--- config.mk ---
export PLATFORM = sky130hd
export DESIGN_NAME = qif_spike_decoder
export DESIGN_NICKNAME = d
export VERILOG_FILES = /design/src/rtl/qif_pkg.sv /design/src/rtl/isi_fifo.sv /design/src/rtl/qif_spike_decoder.sv
export SDC_FILE = /design/constraint.sdc
export NUM_CORES = 1
export LEC_CHECK = 0
export ABC_AREA = 1
export BUFFER_PORTS_ARGS = -buffer_cell sky130_fd_sc_hd__buf_2
export CAP_MARGIN = 15
export CORE_MARGIN = 3
export CORE_UTILIZATION = 30
export CTS_BUF_LIST = sky130_fd_sc_hd__clkbuf_4 sky130_fd_sc_hd__clkbuf_8
export DETAILED_ROUTE_END_ITERATION = 10
export GPL_ROUTABILITY_DRIVEN = 0
export GPL_TIMING_DRIVEN = 0
export PLACE_DENSITY = 0.43
export SLEW_MARGIN = 20
export SYNTH_ARGS = -nofsm -noshare
export SYNTH_HDL_FRONTEND = slang
export SYNTH_SLANG_ARGS = --single-unit
--- constraint.sdc ---
create_clock -name clk -period 7.9 [get_ports clk]
set_input_delay 0.79 -clock clk [delete_from_list [all_inputs] [get_ports clk]]
set_output_delay 0.79 -clock clk [all_outputs]
set_load 0.02 [all_outputs]
--- src/rtl/qif_pkg.sv ---
// Shared types, limits and helpers for the QIF spike decoder.
// Holds the ISI FSM state type, the ISI ceiling and the sat8 clamp.
package qif_pkg;

  typedef enum logic {
    IDLE,
    COUNT
  } isi_state_t;

  localparam int ISI_MAX = 255;
  localparam int DEF_DECAY_SHIFT = 2;
  localparam int DEF_FIFO_DEPTH = 4;

  function automatic logic signed [7:0] sat8(
    input logic signed [9:0] v
  );
    if (v > 10'sd127) begin
      return 8'sh7f;
    end else if (v < -10'sd128) begin
      return 8'sh80;
    end else begin
      return v[7:0];
    end
  endfunction

endpackage

--- src/rtl/isi_fifo.sv ---
// ISI result buffer: push side with full flag, valid/ready pop side.
// Ports: clk, rst_n, push, din, full, dout (0 when empty), valid, ready.
module isi_fifo #(
  parameter int W = 8,
  parameter int DEPTH = 4
) (
  input  logic         clk,
  input  logic         rst_n,
  input  logic         push,
  input  logic [W-1:0] din,
  output logic         full,
  output logic [W-1:0] dout,
  output logic         valid,
  input  logic         ready
);

  localparam int AW = $clog2(DEPTH);

  logic [W-1:0] mem [DEPTH];
  logic [AW:0]  wp;
  logic [AW:0]  rp;
  logic         pop;
  logic         wr;

  assign valid = (wp != rp);
  // Extra pointer bit tells a wrapped writer (full) from equal (empty).
  assign full  = (wp[AW] != rp[AW]) &&
                 (wp[AW-1:0] == rp[AW-1:0]);
  assign pop   = valid & ready;
  // A pop in the same cycle frees the slot a full push needs.
  assign wr    = push & (~full | pop);
  assign dout  = valid ? mem[rp[AW-1:0]] : '0;

  always_ff @(posedge clk) begin
    if (!rst_n) begin
      wp <= '0;
      rp <= '0;
    end else begin
      if (wr) begin
        wp <= wp + 1'b1;
      end
      if (pop) begin
        rp <= rp + 1'b1;
      end
    end
  end

  always_ff @(posedge clk) begin
    if (wr) begin
      mem[wp[AW-1:0]] <= din;
    end
  end

endmodule

--- src/rtl/qif_spike_decoder.sv ---
// Decodes a spike train into a decaying synaptic current and a FIFO of
// inter-spike intervals. Ports: clk, rst_n, ena, spike_in, weight,
// clr_ovf, isi_ready in; i_syn, isi, isi_valid, overflow out.
module qif_spike_decoder
  import qif_pkg::*;
#(
  parameter int DECAY_SHIFT = DEF_DECAY_SHIFT,
  parameter int FIFO_DEPTH = DEF_FIFO_DEPTH
) (
  input  logic              clk,
  input  logic              rst_n,
  input  logic              ena,
  input  logic              spike_in,
  input  logic signed [7:0] weight,
  input  logic              clr_ovf,
  input  logic              isi_ready,
  output logic signed [7:0] i_syn,
  output logic [7:0]        isi,
  output logic              isi_valid,
  output logic              overflow
);

  logic              spike_q;
  logic              evt;
  logic signed [9:0] cur_x;
  logic signed [9:0] add_x;
  logic signed [9:0] nxt;
  isi_state_t        state;
  logic [7:0]        cnt;
  logic              push;
  logic              full;
  logic              pop;
  logic              drop;

  // Rising edge only, and only while enabled.
  assign evt = spike_in & ~spike_q & ena;

  assign cur_x = {{2{i_syn[7]}}, i_syn};
  assign add_x = evt ? {{2{weight[7]}}, weight} : 10'sd0;
  assign nxt   = cur_x - (cur_x >>> DECAY_SHIFT) + add_x;

  assign push = evt & (state == COUNT);
  assign pop  = isi_valid & isi_ready;
  assign drop = push & full & ~pop;

  always_ff @(posedge clk) begin
    if (!rst_n) begin
      spike_q <= 1'b0;
    end else begin
      spike_q <= spike_in;
    end
  end

  always_ff @(posedge clk) begin
    if (!rst_n) begin
      i_syn <= '0;
    end else if (ena) begin
      i_syn <= sat8(nxt);
    end
  end

  always_ff @(posedge clk) begin
    if (!rst_n) begin
      state <= IDLE;
      cnt   <= '0;
    end else if (ena) begin
      unique case (state)
        IDLE: begin
          if (evt) begin
            state <= COUNT;
            cnt   <= 8'd1;
          end
        end
        COUNT: begin
          if (evt) begin
            cnt <= 8'd1;
          end else if (cnt != 8'(ISI_MAX)) begin
            cnt <= cnt + 8'd1;
          end
        end
        default: begin
          state <= IDLE;
          cnt   <= '0;
        end
      endcase
    end
  end

  // A drop wins over a simultaneous clear so no loss goes unreported.
  always_ff @(posedge clk) begin
    if (!rst_n) begin
      overflow <= 1'b0;
    end else if (drop) begin
      overflow <= 1'b1;
    end else if (clr_ovf) begin
      overflow <= 1'b0;
    end
  end

  isi_fifo #(
    .W     (8),
    .DEPTH (FIFO_DEPTH)
  ) u_fifo (
    .clk   (clk),
    .rst_n (rst_n),
    .push  (push),
    .din   (cnt),
    .full  (full),
    .dout  (isi),
    .valid (isi_valid),
    .ready (isi_ready)
  );

endmodule

==> run_results.csv <==
group,metric,value,unit
run_status,status,"finished, final reports clean",
global_routing,grt_pass1_wl,11.4,mm
yosys,avgSynthCellArea,8.74,um^2
drt,drt_iter0_markers,99,
power_and_ir_drop,p_leak,1.57,nW
clock_tree,cts_tree,"done",
clock_tree,path_clk_slew,60,ps
floorplan,ios,32,
clock_tree,numCtsBuffers,9,
timing,finalHoldViolCount,0,
global_routing,grt_max_degree,11,
yosys,ys_warn_count,0,
yosys,synth_top_area_share,31.1,%
job,maxCapViolCount,0,
finish,finalInstanceArea,3570,um^2
global_routing,grt_usage,12.8,%
clock_tree,cts_sinks,59,
critical_path,slowest_stage,"fa_1",
clock_tree,hold_buffers,0,
floorplan,die_h,108,um
hold_path,hold_path_class,"register to register",
drt,totalWireLength,6.77,mm
critical_path,timing.critical_path.mode_cell,"nand2_1",
drt,viasPerCell,4.44,
clock_tree,clock_latency,340,ps
floorplan,coreArea,9910,um^2
global_routing,grt_pass1_vias,2345,
clock_tree,post_cts_buffers,0,
yosys,syn_inst,354,
timing,fmax,0.291,GHz
clock_tree,cts_root_buf,"clkbuf_8",
critical_path,cp_num_buf_inv,5,
timing,period_share,43.5,%
clock_tree,cts_max_level,3,
yosys,ys_ff_latch,59,
timing,setup_viol,0,
power_and_ir_drop,vdd_drop_max,0.249,mV
critical_path,crit_arrival,3650,ps
timing,finalClockSkew,7.35,ps
yosys,synth_area,3090,um^2
critical_path,cp_cell_sequence,"buf_6 -> inv_4 -> nor2_4 -> nand2_4 -> inv_2 -> buf_2 -> nand2_1 -> fa_1 -> inv_1 -> ha_1 -> nand2_1 -> nand2_1 -> a21oi_1 -> nand2_1 -> nand2_1 -> nand2_1 -> a21oi_1 -> a21oi_1",
yosys,yosys-top-cells-area,"edfxtp_1 31%, dfxtp_1 17%, nand2_1 8.4%",
clock_tree,cts_max_path_buffers,2,
clock_tree,cts_resized,0,
floorplan,die_area,11600,um^2
finish,final_layout_size_suffix_gt1_share,14.8,%
critical_path,crit_path_start_kind,"input pin",
drt,wl_per_cell,12.7,um
yosys,synth_cell_type_count,31,
power_and_ir_drop,p_per_area,347,nW/um^2
yosys,async_reset_ff_share,0,%
finish,nFillCells,1043,
timing,tightest_slew,857,ps
critical_path,worstPathRequired,8110,ps
timing,fin_setup_tns,0,ps
placed_design,dp.final_hpwl,4.93,mm
placed_design,io_buffer_count,30,
yosys,synth_ff_type,"edfxtp_1",
critical_path,max_stage_delay,490,ps
critical_path,critPathMaxFanout,10,
yosys,synth_nets,390,
critical_path,worstSetupEndpointType,"register",
yosys,synth_top_area_cell,"edfxtp_1",
global_routing,antenna_found_initial,0,
global_routing,gr-total-overflow,0,
drt,vias,2369,
finish,area_growth,15.4,%
floorplan,dieWidth,108,um
floorplan,num_rows,36,
finish,post-route-util,36.0,%
timing,rsz0062_at_grt,"false",
timing,relSlewSlack,42.6,%
placed_design,place_area,3410,um^2
timing,period_needed,3440,ps
yosys,synth_edf_count,32,
finish,nets,431,
finish,antenna_cells,0,
critical_path,rrSetupSlack,4740,ps
yosys,ys_seq_area_share,48.5,%
drt,drc_errors,0,
floorplan,initial_core_util,31.2,%
critical_path,crit_family,"adder cells",
critical_path,critPathKind,"input pin to register",
drt,postRouteAntennaNets,0,
drt,firstDrtPassIters,4,
timing,final-max-slew-violation-count,0,
## power by group
part	switching, W	leakage [nW]	internal, W	total (W)
Clock	0.000119	0.0836	0.000109	0.000228
Combinational	0.000395	0.976	0.000239	0.000634
Sequential	0.0000303	0.507	0.000347	0.000377
Total	0.000545	1.57	0.000695	0.00124
## layer usage
metal | track usage, % | up-vias | routed length, um
li1 | - | 1232 | -
met1 | 16.0 | 1082 | 3130
met2 | 21.4 | 45 | 3290
met3 | 1.98 | 10 | 218
met4 | 5.95 | 0 | 137
met5 | 0 | - | 0
## worst min-delay path: stages, from the launching register on
cell	delay (ps)
dfxtp_1	300
nand2_1	60
a21oi_1	50
## flip-flops by register name, indices dropped and copies added (netlist names), named ones only
register and count:
cnt 8, i_syn 8, state 1, u_fifo.wp 3
spike_q 1, u_fifo.rp 3, overflow 1, u_fifo.mem 32
## cells in the mapped netlist (3+ instances only)
| library cell | instances |
|---|---|
| nand2_1 | 69 |
| inv_1 | 58 |
| nor2_1 | 42 |
| edfxtp_1 | 32 |
| a21oi_1 | 28 |
| dfxtp_1 | 27 |
| o21ai_0 | 22 |
| ha_1 | 15 |
| nand3_1 | 10 |
| o32ai_1 | 8 |
| fa_1 | 7 |
| clkbuf_1 | 4 |
| xnor2_1 | 4 |
| xor2_1 | 3 |
## worst paths after layout
kind                          from               endpoint  cells after the start
max                            ena  i_syn[6]$_SDFFE_PN0P_                     18
min          overflow$_SDFFE_PN0P_  overflow$_SDFFE_PN0P_                      2
max reg2reg     spike_q$_SDFF_PN0_  i_syn[6]$_SDFFE_PN0P_                     16
min reg2reg  overflow$_SDFFE_PN0P_  overflow$_SDFFE_PN0P_                      2
## metrics by stage
stage                     std cells  worst slack, ps  hold slack, ps  total power (W)
after floorplan                 354             4630             451         0.000870
after global placement          517             4140             453          0.00103
after detailed placement        517             4100             460          0.00102
after CTS                       533             4470             469          0.00126
after global routing            533             4110             500          0.00137
final                           533             4460             463          0.00124
## cell families after synthesis
kind of cell	synth area share [%]
xor+xnor	1.98
simple gates	18.6
buf+inv	8.78
fa+ha+maj	10.6
compound gates	11.4
flops	48.5
## final cells by class
cell class | instances | area [um^2] | area share, %
inverter | 61 | 231 | 6.49
multi-input combinational | 226 | 1320 | 37.0
clock buffer | 9 | 124 | 3.47
sequential | 59 | 1500 | 42.1
tap | 133 | 166 | 4.66
timing repair buffer | 30 | 150 | 4.21
clock inverter | 7 | 35.0 | 0.982
buffer | 8 | 40.0 | 1.12
## placed cells by master, fill, tap and decap left out, types with 2 or more instances in the layout
master / n
xnor2_1: 4
o21ai_0: 22
inv_1: 58
buf_2: 32
clkbuf_8: 9
nand2_2: 2
fa_1: 7
a21oi_1: 28
ha_1: 15
clkinv_2: 4
clkbuf_1: 4
o32ai_1: 8
nor3b_2: 2
xor2_1: 3
inv_2: 2
nor2_1: 42
nand4_1: 2
nand3b_1: 2
nand3_1: 10
edfxtp_1: 32
dfxtp_1: 27
nand2_1: 69
clkinv_1: 2
nor3_1: 2
a31oi_1: 2
Note: power is estimated with default switching activity, not from simulation.
